===== src/rtl/seq_divider_16_bit.sv =====
// Multi-cycle restoring unsigned divider: one quotient bit per clock, WIDTH
// iterations per division, with divide-by-zero short-circuited straight to DONE.
module seq_divider_16_bit #(
    parameter int WIDTH    = 16,
    parameter int CNT_BITS = 5
) (
    input  logic             clk,
    input  logic             rst,
    input  logic             start,
    input  logic [WIDTH-1:0] dividend,
    input  logic [WIDTH-1:0] divisor,
    output logic [WIDTH-1:0] quotient,
    output logic [WIDTH-1:0] remainder,
    output logic             busy,
    output logic             done,
    output logic             div_by_zero
);

    typedef enum logic [1:0] {
        IDLE = 2'd0,
        CALC = 2'd1,
        DONE = 2'd2
    } state_t;

    state_t state, state_next;

    // Partial remainder stays below the divisor, so its top bit is always
    // zero between iterations and is not stored; the shifted value is WIDTH+1.
    logic [WIDTH-1:0]    r;
    logic [WIDTH-1:0]    q;
    logic [WIDTH-1:0]    dsr;
    logic [CNT_BITS-1:0] cnt;

    logic [WIDTH:0]      r_shift;
    logic [WIDTH:0]      trial;
    logic                fits;
    logic [WIDTH-1:0]    r_next;
    logic [WIDTH-1:0]    q_next;
    logic                last_iter;
    logic                accept;
    logic                zero_div;

    assign r_shift   = {r, q[WIDTH-1]};
    assign trial     = r_shift - {1'b0, dsr};
    assign fits      = ~trial[WIDTH];
    assign r_next    = fits ? trial[WIDTH-1:0] : r_shift[WIDTH-1:0];
    assign q_next    = {q[WIDTH-2:0], fits};
    assign last_iter = (cnt == CNT_BITS'(WIDTH - 1));
    assign accept    = (state == IDLE) && start;
    assign zero_div  = (divisor == '0);

    always_comb begin
        state_next = state;
        case (state)
            IDLE: if (start) state_next = zero_div ? DONE : CALC;
            CALC: if (last_iter) state_next = DONE;
            DONE: state_next = IDLE;
            default: state_next = IDLE;
        endcase
    end

    always_ff @(posedge clk or posedge rst) begin
        if (rst) state <= IDLE;
        else     state <= state_next;
    end

    always_ff @(posedge clk or posedge rst) begin
        if (rst) begin
            r   <= '0;
            q   <= '0;
            dsr <= '0;
            cnt <= '0;
        end else if (accept && !zero_div) begin
            r   <= '0;
            q   <= dividend;
            dsr <= divisor;
            cnt <= '0;
        end else if (state == CALC) begin
            r   <= r_next;
            q   <= q_next;
            cnt <= cnt + 1'b1;
        end
    end

    // Results only move on the edge entering DONE, never mid-calculation.
    always_ff @(posedge clk or posedge rst) begin
        if (rst) begin
            quotient    <= '0;
            remainder   <= '0;
            div_by_zero <= 1'b0;
        end else if (accept && zero_div) begin
            quotient    <= '1;
            remainder   <= dividend;
            div_by_zero <= 1'b1;
        end else if (state == CALC && last_iter) begin
            quotient    <= q_next;
            remainder   <= r_next;
            div_by_zero <= 1'b0;
        end
    end

    assign busy = (state != IDLE);
    assign done = (state == DONE);

endmodule


===== config.mk =====
export PLATFORM = sky130hd
export DESIGN_NAME = seq_divider_16_bit
export DESIGN_NICKNAME = d
export VERILOG_FILES = /design/src/rtl/seq_divider_16_bit.sv
export SDC_FILE = /design/constraint.sdc
export NUM_CORES = 1
export LEC_CHECK = 0
export CAP_MARGIN = 20
export CORE_UTILIZATION = 35
export DETAILED_ROUTE_END_ITERATION = 8
export DONT_BUFFER_PORTS = 1
export RECOVER_POWER = 100
export SLEW_MARGIN = 20
export SYNTH_ARGS = -nofsm -noshare
export SYNTH_HDL_FRONTEND = slang
export SYNTH_SLANG_ARGS = --single-unit

===== constraint.sdc =====
create_clock -name clk -period 3.7 [get_ports clk]
set_clock_uncertainty 0.15 [all_clocks]
set_input_delay 0.37 -clock clk [delete_from_list [all_inputs] [get_ports clk]]
set_output_delay 0.37 -clock clk [all_outputs]
set_load 0.05 [all_outputs]

# ---- Yosys cells after proc, flatten, opt, wreduce, memory -nomap -nowiden
# Index checks and enable logic that the tools add are counted.
dict set report op_classes {
  addsub 2
  n_eq_ne 5
  mux 17
  bitwise 1
  n_reduce_logical 11
}
# cell count
set op_table {}
lappend op_table {{2-to-1 mux 16 bit} 9}
lappend op_table {{subtractor 17 x 16 -> 17 bit} 1}
lappend op_table {{logical NOT 16 bit} 1}
lappend op_table {{2-to-1 mux 5 bit} 2}
lappend op_table {{2-to-1 mux 2 bit} 3}
lappend op_table {{nonzero test 2 bit} 3}
lappend op_table {{adder 5 x 1 -> 5 bit, second input constant} 1}
lappend op_table {{equality test 5 x 4 -> 1 bit, second input constant} 1}
lappend op_table {{logical AND 1 bit} 4}
lappend op_table {{inequality test 2 bit, second input constant} 2}
lappend op_table {{case mux 2 bit (2 select lines)} 1}
lappend op_table {{equality test 2 x 1 -> 1 bit, second input constant} 1}
lappend op_table {{equality test 2 bit, second input constant} 1}
lappend op_table {{logical NOT 2 bit} 1}
lappend op_table {{2-to-1 mux 1 bit} 2}
lappend op_table {{AND reduction 2 bit} 1}
lappend op_table {{logical NOT 1 bit} 1}
lappend op_table {{NOT 1 bit} 1}
dict set report word_totals {
  register_bits 88
  inputBits 35
  out_inout_bits 35
  word_cells 44
}

# ---- Longest topological paths before layout
dict set report logic_depth {
  ltp_word 4
  ltp_mapped 11
  depth_no_buf 10
}

# ---- Worst setup path before layout
# No wires, ideal clock.
dict set report synth_timing {
  path_kind {flip-flop to flip-flop}
  startpoint {register q[15]}
  endpoint {register remainder[9]}
  setup_ns 0.126
  arrival_time_ns 2.364
  required_ns 3.424
  slack_ns 1.060
  path_stages_with_launch 11
  path_buffers 0
  period_less_slack_ns 2.640
  cell_sequence {dfrtp_1 -> inv_1 -> ha_1 -> fa_1 -> nand2b_1 -> a21oi_1 -> o21ai_2 -> a21o_2 -> nor2_8 -> mux2_4 -> a221o_1}
}
dict set report synth_via {
  elab_chain_len 4
}
# element line_no
set synth_lines {}
lappend synth_lines {{start, declared} 30} ;# logic [WIDTH-1:0] q;
lappend synth_lines {{start signal, assigned} 75} ;# q <= dividend;
lappend synth_lines {{start signal, assigned} 80} ;# q <= q_next;
lappend synth_lines {{subtractor 17 x 16 -> 17 bit} 44} ;# assign trial = r_shift - {1'b0, dsr};
lappend synth_lines {{2-to-1 mux 16 bit} 46} ;# assign r_next = fits ? trial[WIDTH-1:0] : r_shift[WIDTH-1:0];
lappend synth_lines {{2-to-1 mux 16 bit} 95} ;# end else if (state == CALC && last_iter) begin
lappend synth_lines {{2-to-1 mux 16 bit} 91} ;# end else if (accept && zero_div) begin
lappend synth_lines {{end signal, assigned} 93} ;# remainder <= dividend;
lappend synth_lines {{end signal, assigned} 97} ;# remainder <= r_next;
lappend synth_lines {{end, declared} 13} ;# output logic [WIDTH-1:0] remainder,
# No other way between the ends. The select of a mux whose other input is x is not followed.
# A chain may end at the register's enable or synchronous reset.

# ---- Final worst setup path
# Ends and elaborated chain as after synthesis.

==> flow_summary.json <==
{
  "status": "complete, but fails checks",
  "violations": "max-capacitance violations, max-slew violations",
  "path_clk_slew_ps": 60,
  "cts_root_buf": "clkbuf_16",
  "final_nets": 585,
  "hold_path_end": "remainder[5]",
  "hpwlAfterDp_um": 8210,
  "finalSetupTns_ps": 0,
  "hp-start": "dividend[5]",
  "path_max_fanout": 17,
  "fp.dieW_um": 118,
  "start_util": 0.366,
  "grtUsageTotal": 0.184,
  "syn_area_per_cell_sq_um": 9.02,
  "reg2reg_slack_ps": 500,
  "die_area_sq_um": 13900,
  "via_per_inst": 5.43,
  "rsz0062_at_grt": "no",
  "cts_setup_buffers": 0,
  "routed_wl_um": 11900,
  "syn_nets": 574,
  "timing.rr.start": "q[15]",
  "critPathLaunchType": "flip-flop",
  "htree_levels": 3,
  "gr-total-overflow": 0,
  "grt_pass1_vias": 3849,
  "layout-drive-gt1-share": 0.0654,
  "drtAntennaViolNets": 0,
  "via_count": 3837,
  "max_clock_freq_mhz": 313,
  "synth_edf_count": 0,
  "register_area_sq_um": 2200,
  "fin_crit_sh": 0.865,
  "crit_chain": "inv_1 > ha_1 > fa_1 > nand2b_1 > a21oi_1 > o21ai_2 > a21o_2 > nor2_4 > mux2_4 > a221o_1",
  "die_h_um": 118,
  "drt_pass1_iterations": 5,
  "yosys.area.top_type_share": 0.470,
  "cts.sinks": 88,
  "grt_pass1_wl_um": 20400,
  "drt_iter0_drc": 254,
  "final.min_clock_period_ps": 3200,
  "synthFlopType": "dfrtp_1",
  "grt_antenna_before_repair": 0,
  "finalHoldViolCount": 0,
  "core_sq_um": 12800,
  "holdPathStages": 2,
  "slowest_delay_ps": 510,
  "synth_warnings": 0,
  "core.rowCount": 41,
  "ys_ff_latch": 88,
  "ctsResizeCount": 0,
  "synth-async-reset-ratio": 1.00,
  "grt_max_degree": 66,
  "wl_per_cell_um": 16.8,
  "slew_viol_final": 123,
  "syn_inst": 520,
  "synth.cell_area_sq_um": 4690,
  "numCtsBuffers": 9,
  "path_class": "reg2reg",
  "num-fill-cells": 1309,
  "syn_to_final_growth_pct": 13.1,
  "worst_slew_pin_slew_ps": 1840,
  "synth.area.top_cells": "dfrtp_1 (47%), nand2_1 (11%), o21ai_0 (5.1%)",
  "clock_path_buffers": 2,
  "cts_tree": "done",
  "setup_viol": 0,
  "crit_required_ps": 3770,
  "clk_latency_ps": 340,
  "max_cap_violations": 3,
  "r2r-end": "remainder[9]",
  "max_slew_margin": -0.232,
  "ff2ff_path_depth": 10,
  "cp_slowest_cell": "nor2_4",
  "synth.distinct_cells": 49,
  "port_buffers": 0,
  "gp_congestion": 0.824,
  "drc": 0,
  "yosysSeqAreaShare": 0.470,
  "synth_top_area_cell": "dfrtp_1",
  "final_util": 0.413,
  "antenna_cells": 0,
  "io_pins": 70,
  "crit_arrival_ps": 3260,
  "hold_path.class": "in2reg",
  "multi_input_area_sq_um": 2260,
  "end_kind": "flip-flop"
}
-- worst max path at each step --
stage	from	endpoint	slack, ps	depth (start not counted)
detailed placement	q[15]	remainder[9]	700	10
CTS	q[15]	remainder[9]	680	10
global placement	q[15]	remainder[9]	790	10
global route	divisor[0]	quotient[11]	260	6
floorplan	rst	cnt[0]	900	1
finish	q[15]	remainder[9]	500	10
-- final cells by class --
type                       instances  share of cell area
clock buffer                      10              0.0451
inverter                          21              0.0151
clock inverter                     5             0.00613
timing repair buffer              31              0.0519
multi-input combinational        380               0.426
sequential                        88               0.415
tap                              172              0.0406
-- worst max-delay path: cells and delay by family (launching register included) --
family / cells / cell delay (ps)
flops: 1 / 350
compound gates: 4 / 830
mux: 1 / 360
fa+ha+maj: 2 / 630
buf+inv: 1 / 50
simple gates: 2 / 710
-- layout by cell type (no fill, tap or decap), types with 6 or more instances in the layout --
cell type | Yosys | routed
o21ai_0 | 48 | 54
ha_1 | 18 | 18
dlygate4sd3_1 | 0 | 23
nand2_1 | 132 | 132
dfrtp_1 | 88 | 88
and3_1 | 9 | 9
a22oi_1 | 14 | 14
a21oi_1 | 21 | 21
clkbuf_16 | 0 | 9
nor4_1 | 8 | 8
inv_1 | 21 | 20
xor2_1 | 6 | 6
o22ai_1 | 12 | 12
xnor2_1 | 7 | 7
o221ai_1 | 9 | 9
mux2i_1 | 14 | 14
nor2_1 | 13 | 13
-- synthesized netlist by cell type (all sizes together), types with 4 or more instances --
cell type	n
nand2	132
dfrtp	88
o21ai	56
a21oi	25
clkbuf	24
inv	21
ha	18
a22oi	14
mux2i	14
nor2	14
o22ai	12
and3	9
o221ai	9
nor4	8
buf	7
xnor2	7
a211oi	6
xor2	6
nand2b	5
nor2b	5
nor3	5
a21o	4
a31oi	4
mux2	4
nand4	4
-- flip-flops by register name, summed over array words and instances, names as in the netlist --
register / flops
q: 16
dsr: 16
div_by_zero: 1
r: 16
state: 2
cnt: 5
remainder: 16
quotient: 16
-- logic make-up after synthesis --
group                    count (synthesis)  synth area share
XOR/XNOR                                13            0.0243
buffers and inverters                   52            0.0470
adder cells (fa/ha/maj)                 19            0.0523
AND/OR/NAND/NOR                        190             0.177
AO/OA/AOI/OAI                          140             0.189
multiplexers                            18            0.0403
flip-flops                              88             0.470
-- layer usage --
layer / GRT usage / part of all wire
met2: 0.284 / 0.47
met5: 0 / 0
met1: 0.251 / 0.46
met3: 0.0451 / 0.053
met4: 0.0641 / 0.019
-- stage by stage --
step	cell area (sq um)	instances	setup slack [ps]	hold WS (ps)
3_3_place_gp	4830	669	789	232
2_1_floorplan	4690	520	901	296
4_1_cts	5340	707	675	0.0202
5_1_grt	5300	707	262	6.47
6_report	5300	707	501	8.31
3_5_place_dp	4830	669	696	254
-- timing repair --
action | 4_1_cts | 5_1_grt
hold endpoints to repair | 61 | 0
endpoints found under the setup margin | 0 | 0
hold buffers | 23 | 0
Power is not shown: default switching activity piles up to over one toggle a cycle in this logic, so the estimate is an artifact.
